## src/rtl/alu4_arbiter_pkg.sv

```systemverilog
`default_nettype none
// ============================================================================
// Module   : alu4_arbiter_pkg
// Purpose  : Opcodes, FSM state encoding and helpers shared by the alu4 arbiter.
// Revision : 1.0  initial release
// ============================================================================
package alu4_arbiter_pkg;

    localparam logic [2:0] OP_ADD = 3'd0;
    localparam logic [2:0] OP_SUB = 3'd1;
    localparam logic [2:0] OP_NOT = 3'd2;
    localparam logic [2:0] OP_AND = 3'd3;
    localparam logic [2:0] OP_OR  = 3'd4;
    localparam logic [2:0] OP_XOR = 3'd5;
    localparam logic [2:0] OP_LT  = 3'd6;
    localparam logic [2:0] OP_EQ  = 3'd7;

    typedef enum logic [1:0] {
        ST_IDLE = 2'd0,
        ST_EXEC = 2'd1,
        ST_RESP = 2'd2
    } state_e;

    function automatic int id_width(input int n);
        return (n > 1) ? $clog2(n) : 1;
    endfunction

endpackage
`default_nettype wire

```

## src/rtl/alu4_arbiter_alu4.sv

```systemverilog
`default_nettype none
// ============================================================================
// Module   : alu4
// Purpose  : 4-bit combinational ALU; compares are unsigned and return 1/0.
// Revision : 1.0  initial release
// ============================================================================
module alu4
    import alu4_arbiter_pkg::*;
(
    input  logic [2:0] op_i,
    input  logic [3:0] a_i,
    input  logic [3:0] b_i,
    output logic [3:0] y_o
);

    always_comb begin
        y_o = 4'h0;
        unique case (op_i)
            OP_ADD:  y_o = a_i + b_i;
            OP_SUB:  y_o = a_i - b_i;
            OP_NOT:  y_o = ~a_i;
            OP_AND:  y_o = a_i & b_i;
            OP_OR:   y_o = a_i | b_i;
            OP_XOR:  y_o = a_i ^ b_i;
            OP_LT:   y_o = {3'b000, (a_i < b_i)};
            OP_EQ:   y_o = {3'b000, (a_i == b_i)};
            default: y_o = 4'h0;
        endcase
    end

endmodule
`default_nettype wire

```

## src/rtl/alu4_arbiter_rr_arbiter.sv

```systemverilog
`default_nettype none
// ============================================================================
// Module   : rr_arbiter
// Purpose  : Combinational round-robin pick: first set request at or after ptr.
// Revision : 1.0  initial release
// ============================================================================
module rr_arbiter #(
    parameter int N  = 2,
    parameter int IW = 1
) (
    input  logic [N-1:0]  req_i,
    input  logic [IW-1:0] ptr_i,
    output logic [N-1:0]  gnt_o,
    output logic [IW-1:0] idx_o
);

    int            w_j;
    logic [IW-1:0] w_sel;
    logic          w_found;

    always_comb begin
        gnt_o   = '0;
        idx_o   = '0;
        w_j     = 0;
        w_sel   = '0;
        w_found = 1'b0;
        for (int k = 0; k < N; k++) begin
            // Walk candidates in priority order, wrapping past N-1 back to 0.
            w_j = int'(ptr_i) + k;
            if (w_j >= N) begin
                w_j = w_j - N;
            end
            w_sel = IW'(w_j);
            if (!w_found && req_i[w_sel]) begin
                w_found      = 1'b1;
                gnt_o[w_sel] = 1'b1;
                idx_o        = w_sel;
            end
        end
    end

endmodule
`default_nettype wire

```

## src/rtl/alu4_arbiter.sv

```systemverilog
`default_nettype none
// ============================================================================
// Module   : alu4_arbiter
// Purpose  : Shares one alu4 between NREQ requesters with round-robin grants.
// Revision : 1.0  initial release
// ============================================================================
module alu4_arbiter
    import alu4_arbiter_pkg::*;
#(
    parameter int NREQ = 2,
    parameter int IDW  = 1
) (
    input  logic              clk,
    input  logic              rst_n,
    input  logic [NREQ-1:0]   req_valid,
    output logic [NREQ-1:0]   req_ready,
    input  logic [3*NREQ-1:0] req_op,
    input  logic [4*NREQ-1:0] req_a,
    input  logic [4*NREQ-1:0] req_b,
    output logic              rsp_valid,
    input  logic              rsp_ready,
    output logic [3:0]        rsp_data,
    output logic [IDW-1:0]    rsp_id,
    output logic              busy
);

    state_e           state_q,     state_d;
    logic [IDW-1:0]   rr_ptr_q,    rr_ptr_d;
    logic [2:0]       op_q,        op_d;
    logic [3:0]       a_q,         a_d;
    logic [3:0]       b_q,         b_d;
    logic [IDW-1:0]   id_q,        id_d;
    logic             rsp_valid_q, rsp_valid_d;
    logic [3:0]       rsp_data_q,  rsp_data_d;
    logic [IDW-1:0]   rsp_id_q,    rsp_id_d;

    logic [NREQ-1:0]  w_gnt;
    logic [IDW-1:0]   w_gnt_idx;
    logic [3:0]       w_alu_y;
    logic [2:0]       w_op [NREQ];
    logic [3:0]       w_a  [NREQ];
    logic [3:0]       w_b  [NREQ];

    for (genvar i = 0; i < NREQ; i++) begin : g_unpack
        assign w_op[i] = req_op[3*i +: 3];
        assign w_a[i]  = req_a[4*i +: 4];
        assign w_b[i]  = req_b[4*i +: 4];
    end

    rr_arbiter #(
        .N  (NREQ),
        .IW (IDW)
    ) u_rr (
        .req_i (req_valid),
        .ptr_i (rr_ptr_q),
        .gnt_o (w_gnt),
        .idx_o (w_gnt_idx)
    );

    alu4 u_alu (
        .op_i (op_q),
        .a_i  (a_q),
        .b_i  (b_q),
        .y_o  (w_alu_y)
    );

    always_comb begin
        state_d     = state_q;
        rr_ptr_d    = rr_ptr_q;
        op_d        = op_q;
        a_d         = a_q;
        b_d         = b_q;
        id_d        = id_q;
        rsp_valid_d = rsp_valid_q;
        rsp_data_d  = rsp_data_q;
        rsp_id_d    = rsp_id_q;
        req_ready   = '0;
        unique case (state_q)
            ST_IDLE: begin
                req_ready = w_gnt;
                if (|req_valid) begin
                    op_d     = w_op[w_gnt_idx];
                    a_d      = w_a[w_gnt_idx];
                    b_d      = w_b[w_gnt_idx];
                    id_d     = w_gnt_idx;
                    rr_ptr_d = (w_gnt_idx == IDW'(NREQ - 1)) ? '0 : w_gnt_idx + 1'b1;
                    state_d  = ST_EXEC;
                end
            end
            ST_EXEC: begin
                rsp_data_d  = w_alu_y;
                rsp_id_d    = id_q;
                rsp_valid_d = 1'b1;
                state_d     = ST_RESP;
            end
            ST_RESP: begin
                if (rsp_ready) begin
                    rsp_valid_d = 1'b0;
                    state_d     = ST_IDLE;
                end
            end
            default: state_d = ST_IDLE;
        endcase
    end

    // Reset clears everything, so an op in flight never produces a response.
    always_ff @(posedge clk) begin
        if (!rst_n) begin
            state_q     <= ST_IDLE;
            rr_ptr_q    <= '0;
            op_q        <= '0;
            a_q         <= '0;
            b_q         <= '0;
            id_q        <= '0;
            rsp_valid_q <= 1'b0;
            rsp_data_q  <= '0;
            rsp_id_q    <= '0;
        end else begin
            state_q     <= state_d;
            rr_ptr_q    <= rr_ptr_d;
            op_q        <= op_d;
            a_q         <= a_d;
            b_q         <= b_d;
            id_q        <= id_d;
            rsp_valid_q <= rsp_valid_d;
            rsp_data_q  <= rsp_data_d;
            rsp_id_q    <= rsp_id_d;
        end
    end

    assign rsp_valid = rsp_valid_q;
    assign rsp_data  = rsp_data_q;
    assign rsp_id    = rsp_id_q;
    assign busy      = (state_q != ST_IDLE);

endmodule
`default_nettype wire

```

## config.mk

```make
export PLATFORM = sky130hd
export DESIGN_NAME = alu4_arbiter
export DESIGN_NICKNAME = d
export VERILOG_FILES = /design/src/rtl/alu4_arbiter_pkg.sv /design/src/rtl/alu4_arbiter_alu4.sv /design/src/rtl/alu4_arbiter_rr_arbiter.sv /design/src/rtl/alu4_arbiter.sv
export SDC_FILE = /design/constraint.sdc
export NUM_CORES = 1
export LEC_CHECK = 0
export BUFFER_PORTS_ARGS = -buffer_cell sky130_fd_sc_hd__buf_2
export CORE_MARGIN = 10
export CORE_UTILIZATION = 40
export DETAILED_ROUTE_END_ITERATION = 6
export GPL_TIMING_DRIVEN = 1
export PLACE_DENSITY = 0.61
export SYNTH_ARGS = -nofsm -noshare
export SYNTH_HDL_FRONTEND = slang
export SYNTH_HIERARCHICAL = 1
export SYNTH_SLANG_ARGS = --single-unit
```

## constraint.sdc

```tcl
create_clock -name clk -period 5.5 [get_ports clk]
set_clock_uncertainty 0.15 [all_clocks]
set_input_delay 0.55 -clock clk [delete_from_list [all_inputs] [get_ports clk]]
set_output_delay 0.55 -clock clk [all_outputs]
set_load 0.03 [all_outputs]
```

==> impl_metrics.csv, run 1 <==
group,metric,value,unit
synth,syn_area,0.00156,mm^2
floorplan,start_util,0.420,
run_status,status,"completed",
cts,postCtsSetupBuffers,0,
floorplan,die_y,82.5,um
synth,syn_area_per_cell,9.23,um^2
power,p_sw_frac,0.377,
timing,slew_violations,0,
setup_path,cp_max_fo,4,
floorplan,core.rowCount,22,
routing,drt_wl_total,3570,um
placed_design,port_buffers,35,
power,ir_drop,0.000145,V
synth,synth-seq-cells,21,
floorplan,fp.coreArea,0.00372,mm^2
timing,clock.fmax,0.446,GHz
cts,cts_max_level,1,
setup_path,end_kind,"flop",
cts,cts_resized,0,
timing,tightestPinTransition,719,ps
routing,ant_nets,0,
global_route,grt_max_degree,20,
timing,period_share,0.407,
global_route,grt_pass1_vias,1257,
power,power_frac_seq,0.390,
synth,synth.area.mux_share,0.132,
timing,setup_viol,0,
power,leakagePower,0.788,nW
power,intPower,0.311,mW
synth,synth_xor_area_frac,0.00561,
synth,syn_nets,210,
power,clkPwrFrac,0.213,
routing,drc_errors,0,
setup_path,required,5570,ps
setup_path,rrSetupSlack,3260,ps
global_route,grt_overflow,0,
setup_path,critPathArrivalTime,2310,ps
power,combPwrFrac,0.397,
layout,drive_gt1_frac,0.291,
power,cellPowerDensity,280,mW/mm^2
cts,clk_pin_slew,90,ps
cts,cts_tree,"built",
routing,drt_first_pass_iters,4,
routing,routedWlPerCell,14.4,um
synth,yosysUniqueCellTypes,45,
job,cap_violations,0,
synth,ys_warn_count,6,
timing,slew_headroom,0.519,
synth,synth_flop_cell,"dfxtp_1",
cts,clk_latency,270,ps
routing,drt_iter0_drc,28,
layout,ff_latch_area,420,um^2
worst_hold_path,min_path_cells,2,
synth,synth-edff-count,0,
layout,nets,241,
layout,multiInputGateArea,0.00101,mm^2
synth,ys_async_sr_fraction,0,
floorplan,num_io_pins,36,
floorplan,die_area,0.00680,mm^2
routing,routed-via-count,1334,
routing,vias_per_cell,5.40,
layout,antenna_cells,0,
synth,synthAdderAreaFrac,0.122,
cts,holdBufCountCts,0,
cts,clk_path_buf_depth,2,
power,p_switching,0.188,mW
layout,syn_to_final_growth,14.3,%
timing,fin_setup_tns,0,ps
global_route,grt_pass1_wl,5800,um
synth,synth_top_family_by_area,"compound AO/OA/AOI/OAI gates",
cts,cts_made_buffers,3,
synth,synth_compound_area_frac,0.259,
power,finalPower,0.499,mW
timing,hold_viol_final,0,
cts,cts.sinks,21,
placed_design,place_congestion,0.807,
timing,rsz0062_at_grt,"no",
setup_path,critPathKind,"reg -> reg",
placed_design,place_hpwl,2740,um
setup_path,reg2regPathDepth,7,
synth,syn_inst,169,
worst_hold_path,min-delay-path-class,"reg -> reg",
floorplan,die_w,82.5,um
cts,root_buffer,"clkbuf_8",
timing,post-route-min-period,2240,ps
setup_path,start_kind,"flop",
global_route,grt_usage,0.108,
layout,fill_cells,372,
synth,ys_seq_area_frac,0.269,
synth,yosys.area_share.simple,0.130,
global_route,antenna_found_initial,0,
## area by class of cell
class                      instances  share of cell area
sequential                        21               0.236
multi-input combinational        123               0.568
clock buffer                       3              0.0232
tap                               48              0.0337
timing repair buffer              36               0.102
inverter                          15              0.0330
clock inverter                     1             0.00421
## critical path, cell delays in order (launching register included)
cell and delay, ps:
dfxtp_1 410, ha_1 230, inv_1 60, fa_1 430
mux4_1 500, o22ai_1 200, mux2i_1 100, nor2_1 100
## placed cells by master (no fill, tap or decap), types with 2 or more instances in the layout
cell type / Yosys / final
a21oi_1: 19 / 19
o21bai_1: 2 / 2
a211o_1: 4 / 4
buf_2: 4 / 35
dfxtp_1: 21 / 21
fa_1: 2 / 2
nand3_1: 2 / 2
mux2i_1: 18 / 18
and2_1: 2 / 2
nand2b_1: 2 / 2
a22oi_1: 2 / 2
ha_1: 12 / 12
nor2_1: 16 / 16
o21ai_0: 3 / 3
nor2_4: 2 / 2
nor2b_1: 4 / 4
a21boi_1: 2 / 2
a211oi_2: 10 / 10
clkbuf_8: 0 / 3
inv_1: 13 / 13
## power by group through the flow
stage | clock network [mW] | registers [mW] | logic [mW]
floorplan | 0 | 0.196 | 0.158
global placement | 0 | 0.197 | 0.195
detailed placement | 0 | 0.198 | 0.198
CTS | 0.109 | 0.195 | 0.199
global route | 0.115 | 0.198 | 0.220
finish | 0.106 | 0.195 | 0.198
## state kept, by name, indices dropped and copies added, names as in the netlist
name / cells
rsp_data: 4
rsp_valid: 1
state_q: 2
b_q: 4
rr_ptr_q: 1
a_q: 4
id_q: 1
op_q: 3
rsp_id: 1
## cells by family (layout without fill, tap and decap cells)
group / after synthesis / after routing
AOI/OAI and AO/OA: 52 / 52
xor gates and xnor gates: 1 / 1
and+or+nand+nor: 37 / 37
DFF: 21 / 21
adders and majority gates: 14 / 14
muxes: 19 / 19
buffers and inverters: 25 / 55
## cells in the mapped netlist (2+ instances only)
cell | count | share of area
a211o_1 | 4 | 0.022
a211oi_2 | 10 | 0.080
a21boi_1 | 2 | 0.0096
a21oi_1 | 19 | 0.061
a22oi_1 | 2 | 0.0096
and2_1 | 2 | 0.0080
buf_2 | 4 | 0.013
buf_6 | 3 | 0.022
clkbuf_1 | 2 | 0.0048
dfxtp_1 | 21 | 0.27
fa_1 | 2 | 0.026
ha_1 | 12 | 0.096
inv_1 | 13 | 0.031
mux2i_1 | 18 | 0.12
nand2b_1 | 2 | 0.0080
nand3_1 | 2 | 0.0064
nor2_1 | 16 | 0.038
nor2_4 | 2 | 0.014
nor2b_1 | 4 | 0.016
o21ai_0 | 3 | 0.0096
o21bai_1 | 2 | 0.0096
## through the flow
step,cell area [um^2],setup WS [ps],std cells,util,hold slack (ps)
6_report,1780,3260,247,0.480,344
5_1_grt,1780,3100,247,0.480,366
4_1_cts,1780,3220,247,0.480,344
3_5_place_dp,1730,3230,243,0.467,329
3_3_place_gp,1730,3310,243,0.467,320
2_1_floorplan,1560,3490,169,-,304
## routing by layer
metal | vias to the layer above | GRT usage | wire length, um
li1 | 666 | - | -
met1 | 629 | 0.139 | 1690
met2 | 36 | 0.166 | 1640
met3 | 3 | 0.0367 | 196
met4 | 0 | 0.0306 | 35
met5 | - | 0 | 0
## path summary, 6_finish.rpt
path	start	end
setup / recovery	b_q[0]	rsp_data[1]
setup reg to reg	b_q[0]	rsp_data[1]
hold reg to reg	rsp_valid	rsp_valid
hold / removal	rsp_valid	rsp_valid
Power figures use the tool's default switching activity.
==> run 2, diff against run 1 <==
Settings changed: PLACE_DENSITY 0.61 to 0.64.
Clock period 5.5 ns to 1.85 ns, I/O delays scaled along.
==> impl_metrics.csv, run 2 (synthesis gave the netlist of run 1 again) <==
group,metric,value,unit
global_route,antenna_found_initial,0,
worst_hold_path,min-delay-path-class,"in -> reg",
setup_path,rrSetupSlack,-140,ps
routing,drt_iter0_drc,67,
placed_design,port_buffers,35,
power,cellPowerDensity,804,mW/mm^2
global_route,grt_usage,0.121,
cts,cts_max_level,1,
floorplan,die_area,0.00680,mm^2
placed_design,dp_cells,263,
layout,final-instance-count-excl-fill,269,
layout,nets,263,
floorplan,start_util,0.420,
floorplan,fp.coreArea,0.00372,mm^2
routing,vias_per_cell,5.10,
cts,clk_pin_slew,80,ps
layout,syn_to_final_growth,29.1,%
global_route,grt_use_met3,0.0259,
cts,cts_tree,"built",
timing,hold_viol_final,0,
floorplan,core.rowCount,22,
global_route,met1_usage,0.157,
job,cap_violations,0,
timing,fin_setup_tns,-261,ps
cts,cts.sinks,21,
routing,ant_nets,0,
cts,clk_latency,260,ps
placed_design,dp_worst_setup_slack,-207,ps
run_status,violations,"negative setup slack",
routing,routedWlPerCell,14.3,um
global_route,use_met2,0.199,
global_route,grt_pass1_vias,1403,
run_status,status,"finished with violations",
setup_path,critPathKind,"reg -> reg",
timing,rsz0062_at_grt,"yes",
global_route,grt_pass1_wl,6700,um
timing,slew_violations,0,
routing,drc_errors,0,
setup_path,required,1900,ps
timing,tightestPinTransition,422,ps
global_route,grt_max_degree,20,
power,leakagePower,0.906,nW
cts,holdBufCountCts,0,
routing,routed-via-count,1372,
timing,setup_ws,-144,ps
cts,root_buffer,"clkbuf_8",
layout,drive_gt1_frac,0.430,
routing,drt_wl_total,3850,um
timing,post-route-min-period,1990,ps
setup_path,critPathArrivalTime,2050,ps
floorplan,num_io_pins,36,
setup_path,end_kind,"flop",
global_route,grt_overflow,0,
timing,slew_headroom,0.718,
global_route,busiest_layer,"met2",
setup_path,start_kind,"flop",
power,ir_drop,0.000518,V
layout,mostFrequentLayoutCells,"buf_2 (35), buf_4 (23), mux2i_1 (18), a21oi_1 (18), dfxtp_1 (18)",
layout,fill_cells,366,
placed_design,place_hpwl,2950,um
placed_design,place_congestion,0.902,
timing,setup_viol,4,
cts,cts_made_buffers,3,
floorplan,die_y,82.5,um
layout,antenna_cells,0,
layout,final_common_cell,"buf_2",
timing,clock.fmax,0.501,GHz
setup_path,cp_max_fo,3,
routing,drt_first_pass_iters,4,
floorplan,die_w,82.5,um
cts,clk_path_buf_depth,2,
timing,period_share,1.08,
-- run 2: cell type report --
| type | count | area [um^2] | share of cell area |
|---|---|---|---|
| Clock inverter | 1 | 5.00 | 0.00248 |
| Timing Repair Buffer | 58 | 348 | 0.173 |
| Tap cell | 48 | 60.1 | 0.0298 |
| Multi-Input combinational cell | 123 | 1070 | 0.531 |
| Inverter | 15 | 61.3 | 0.0304 |
| Sequential cell | 21 | 429 | 0.213 |
| Clock buffer | 3 | 41.3 | 0.0205 |
-- run 2: through the flow --
step | hold WS, ps | total power [mW] | area, um^2 | utilization
2_1_floorplan | 168 | 1.07 | 1590 | -
3_3_place_gp | 314 | 1.27 | 1910 | 0.514
3_5_place_dp | 319 | 1.28 | 1910 | 0.514
4_1_cts | 39.2 | 1.59 | 1980 | 0.534
5_1_grt | 47.9 | 1.73 | 2010 | 0.542
6_report | 35.7 | 1.62 | 2010 | 0.542
-- run 2: path summary, 6_finish.rpt --
check / start / to / cells after the start
worst max-delay path: a_q[0] / rsp_data[1] / 7
worst min-delay path: rst_n / rr_ptr_q / 2
worst max register to register: a_q[0] / rsp_data[1] / 7
worst min register to register: id_q / id_q / 2
-- run 2: critical path, cell delays in order, from the launching register on --
cell and delay, ps:
dfxtp_4 370, inv_4 60, ha_4 140, fa_2 430
mux4_2 470, o22ai_2 140, mux2i_1 90, nor2_1 80
-- run 2: layer usage --
layer / up-vias / share of wire
met5: - / 0
met1: 630 / 0.48
met4: 0 / 0.0039
met3: 2 / 0.042
li1: 713 / -
met2: 27 / 0.48
-- run 2: power by group --
group / switching (mW) / internal, mW
registers: 0.0461 / 0.506
logic: 0.394 / 0.366
clock network: 0.158 / 0.150
total: 0.597 / 1.02
-- run 2: what timing repair did --
item,in CTS,in global routing
endpoints found under the setup margin,4,4
pin swaps,3,6
gates cloned,0,0
endpoints found under the hold margin,0,0
resized for setup,6,6
setup buffers,1,1
==> run 3, diff against run 2 <==
Settings changed: RECOVER_POWER set to 25.
==> impl_metrics.csv, run 3 (synthesis gave the netlist of run 1 again) <==
group,metric,value,unit
routing,routedWlPerCell,14.4,um
timing,setup_viol,4,
routing,drt_wl_total,3870,um
run_status,violations,"negative setup slack",
cts,clk_path_buf_depth,2,
setup_path,critPathKind,"reg -> reg",
worst_hold_path,min_to,"rr_ptr_q",
job,cap_violations,0,
global_route,grt_pass1_vias,1403,
layout,fill_cells,369,
setup_path,end_kind,"flop",
setup_path,cp_max_fo,3,
floorplan,num_io_pins,36,
floorplan,die_area,0.00680,mm^2
floorplan,start_util,0.420,
cts,cts_tree,"built",
routing,drt_iter0_drc,65,
worst_hold_path,min-delay-path-class,"in -> reg",
routing,drc_errors,0,
run_status,status,"finished with violations",
worst_hold_path,min-delay-start,"rst_n",
cts,holdBufCountCts,0,
layout,final_common_cell,"buf_2",
layout,nets,263,
setup_path,start_kind,"flop",
global_route,antenna_found_initial,0,
layout,drive_gt1_frac,0.407,
power,finalPower,1.61,mW
power,ir_drop,0.000545,V
routing,drt_first_pass_iters,4,
floorplan,core.rowCount,22,
timing,tightestPinTransition,420,ps
floorplan,die_y,82.5,um
setup_path,rrSetupSlack,-140,ps
cts,cts_made_buffers,3,
setup_path,reg2reg_from,"a_q[0]",
cts,cts_max_level,1,
power,cellPowerDensity,806,mW/mm^2
timing,slew_violations,0,
global_route,grt_usage,0.121,
routing,vias_per_cell,5.14,
timing,period_share,1.08,
timing,rsz0062_at_grt,"yes",
global_route,grt_overflow,0,
placed_design,place_congestion,0.902,
cts,root_buffer,"clkbuf_8",
timing,slew_headroom,0.719,
floorplan,die_w,82.5,um
routing,routed-via-count,1382,
cts,clk_pin_slew,80,ps
routing,ant_nets,0,
timing,hold_ws,36.4,ps
placed_design,port_buffers,35,
global_route,grt_max_degree,20,
setup_path,critPathArrivalTime,2050,ps
layout,antenna_cells,0,
floorplan,fp.coreArea,0.00372,mm^2
timing,post-route-min-period,1990,ps
global_route,grt_pass1_wl,6700,um
cts,clk_latency,260,ps
power,leakagePower,0.887,nW
worst_hold_path,min_path_cells,2,
timing,clock.fmax,0.501,GHz
setup_path,r2r-end,"rsp_data[1]",
cts,cts.sinks,21,
setup_path,reg2regPathDepth,7,
timing,setup_ws,-144,ps
placed_design,place_hpwl,2950,um
setup_path,required,1900,ps
timing,hold_viol_final,0,
layout,mostFrequentLayoutCells,"buf_2 (31), buf_4 (23), mux2i_1 (18), a21oi_1 (18), dfxtp_1 (18)",
layout,syn_to_final_growth,28.3,%
run 3: layout make-up:
cell class / instances / area, um^2 / share of cell area
sequential: 21 / 429 / 0.214
clock buffer: 3 / 41.3 / 0.0206
inverter: 15 / 61.3 / 0.0306
clock inverter: 1 / 5.00 / 0.00250
tap: 48 / 60.1 / 0.0300
timing repair buffer: 58 / 343 / 0.171
multi-input combinational: 123 / 1060 / 0.531
run 3: worst max path at each step:
| stage | from | to | slack (ps) | depth (start not counted) |
|---|---|---|---|---|
| 2_1_floorplan | b_q[0] | rsp_data[1] | -110 | 7 |
| 3_3_place_gp | b_q[0] | rsp_data[1] | -120 | 7 |
| 3_5_place_dp | b_q[0] | rsp_data[1] | -210 | 7 |
| 4_1_cts | b_q[0] | rsp_data[1] | -180 | 7 |
| 5_1_grt | b_q[0] | rsp_data[1] | -200 | 7 |
| 6_report | a_q[0] | rsp_data[1] | -140 | 7 |
run 3: through the flow:
step | worst slack (ps) | cell area [um^2] | util | TNS, ps | instances
global placement | -121 | 1910 | 0.514 | -331 | 263
CTS | -175 | 1980 | 0.534 | -459 | 268
finish | -144 | 2000 | 0.539 | -266 | 269
floorplan | -110 | 1590 | - | -141 | 169
detailed placement | -207 | 1910 | 0.514 | -448 | 263
global route | -199 | 2000 | 0.539 | -650 | 269
run 3: metal layers:
metal  routed length [um]  track usage
met5                    0            0
met4                   15       0.0306
met3                  160       0.0259
met2                 1850        0.199
met1                 1840        0.157
run 3: critical path: stages, from the launching register on:
cell,delay [ps]
dfxtp_4,370
inv_4,60
ha_4,140
fa_2,430
mux4_2,470
o22ai_2,140
mux2i_1,90
nor2_1,80
run 3: where the power goes:
part	internal (mW)	total (mW)	switching, mW
sequential	0.506	0.550	0.0446
clock	0.150	0.308	0.158
combinational	0.362	0.756	0.394
total	1.02	1.61	0.596
run 3: timing repair:
action	CTS	global route
resized for setup	6	6
setup endpoints to repair	4	4
buffers inserted	1	1
pin swaps	3	6
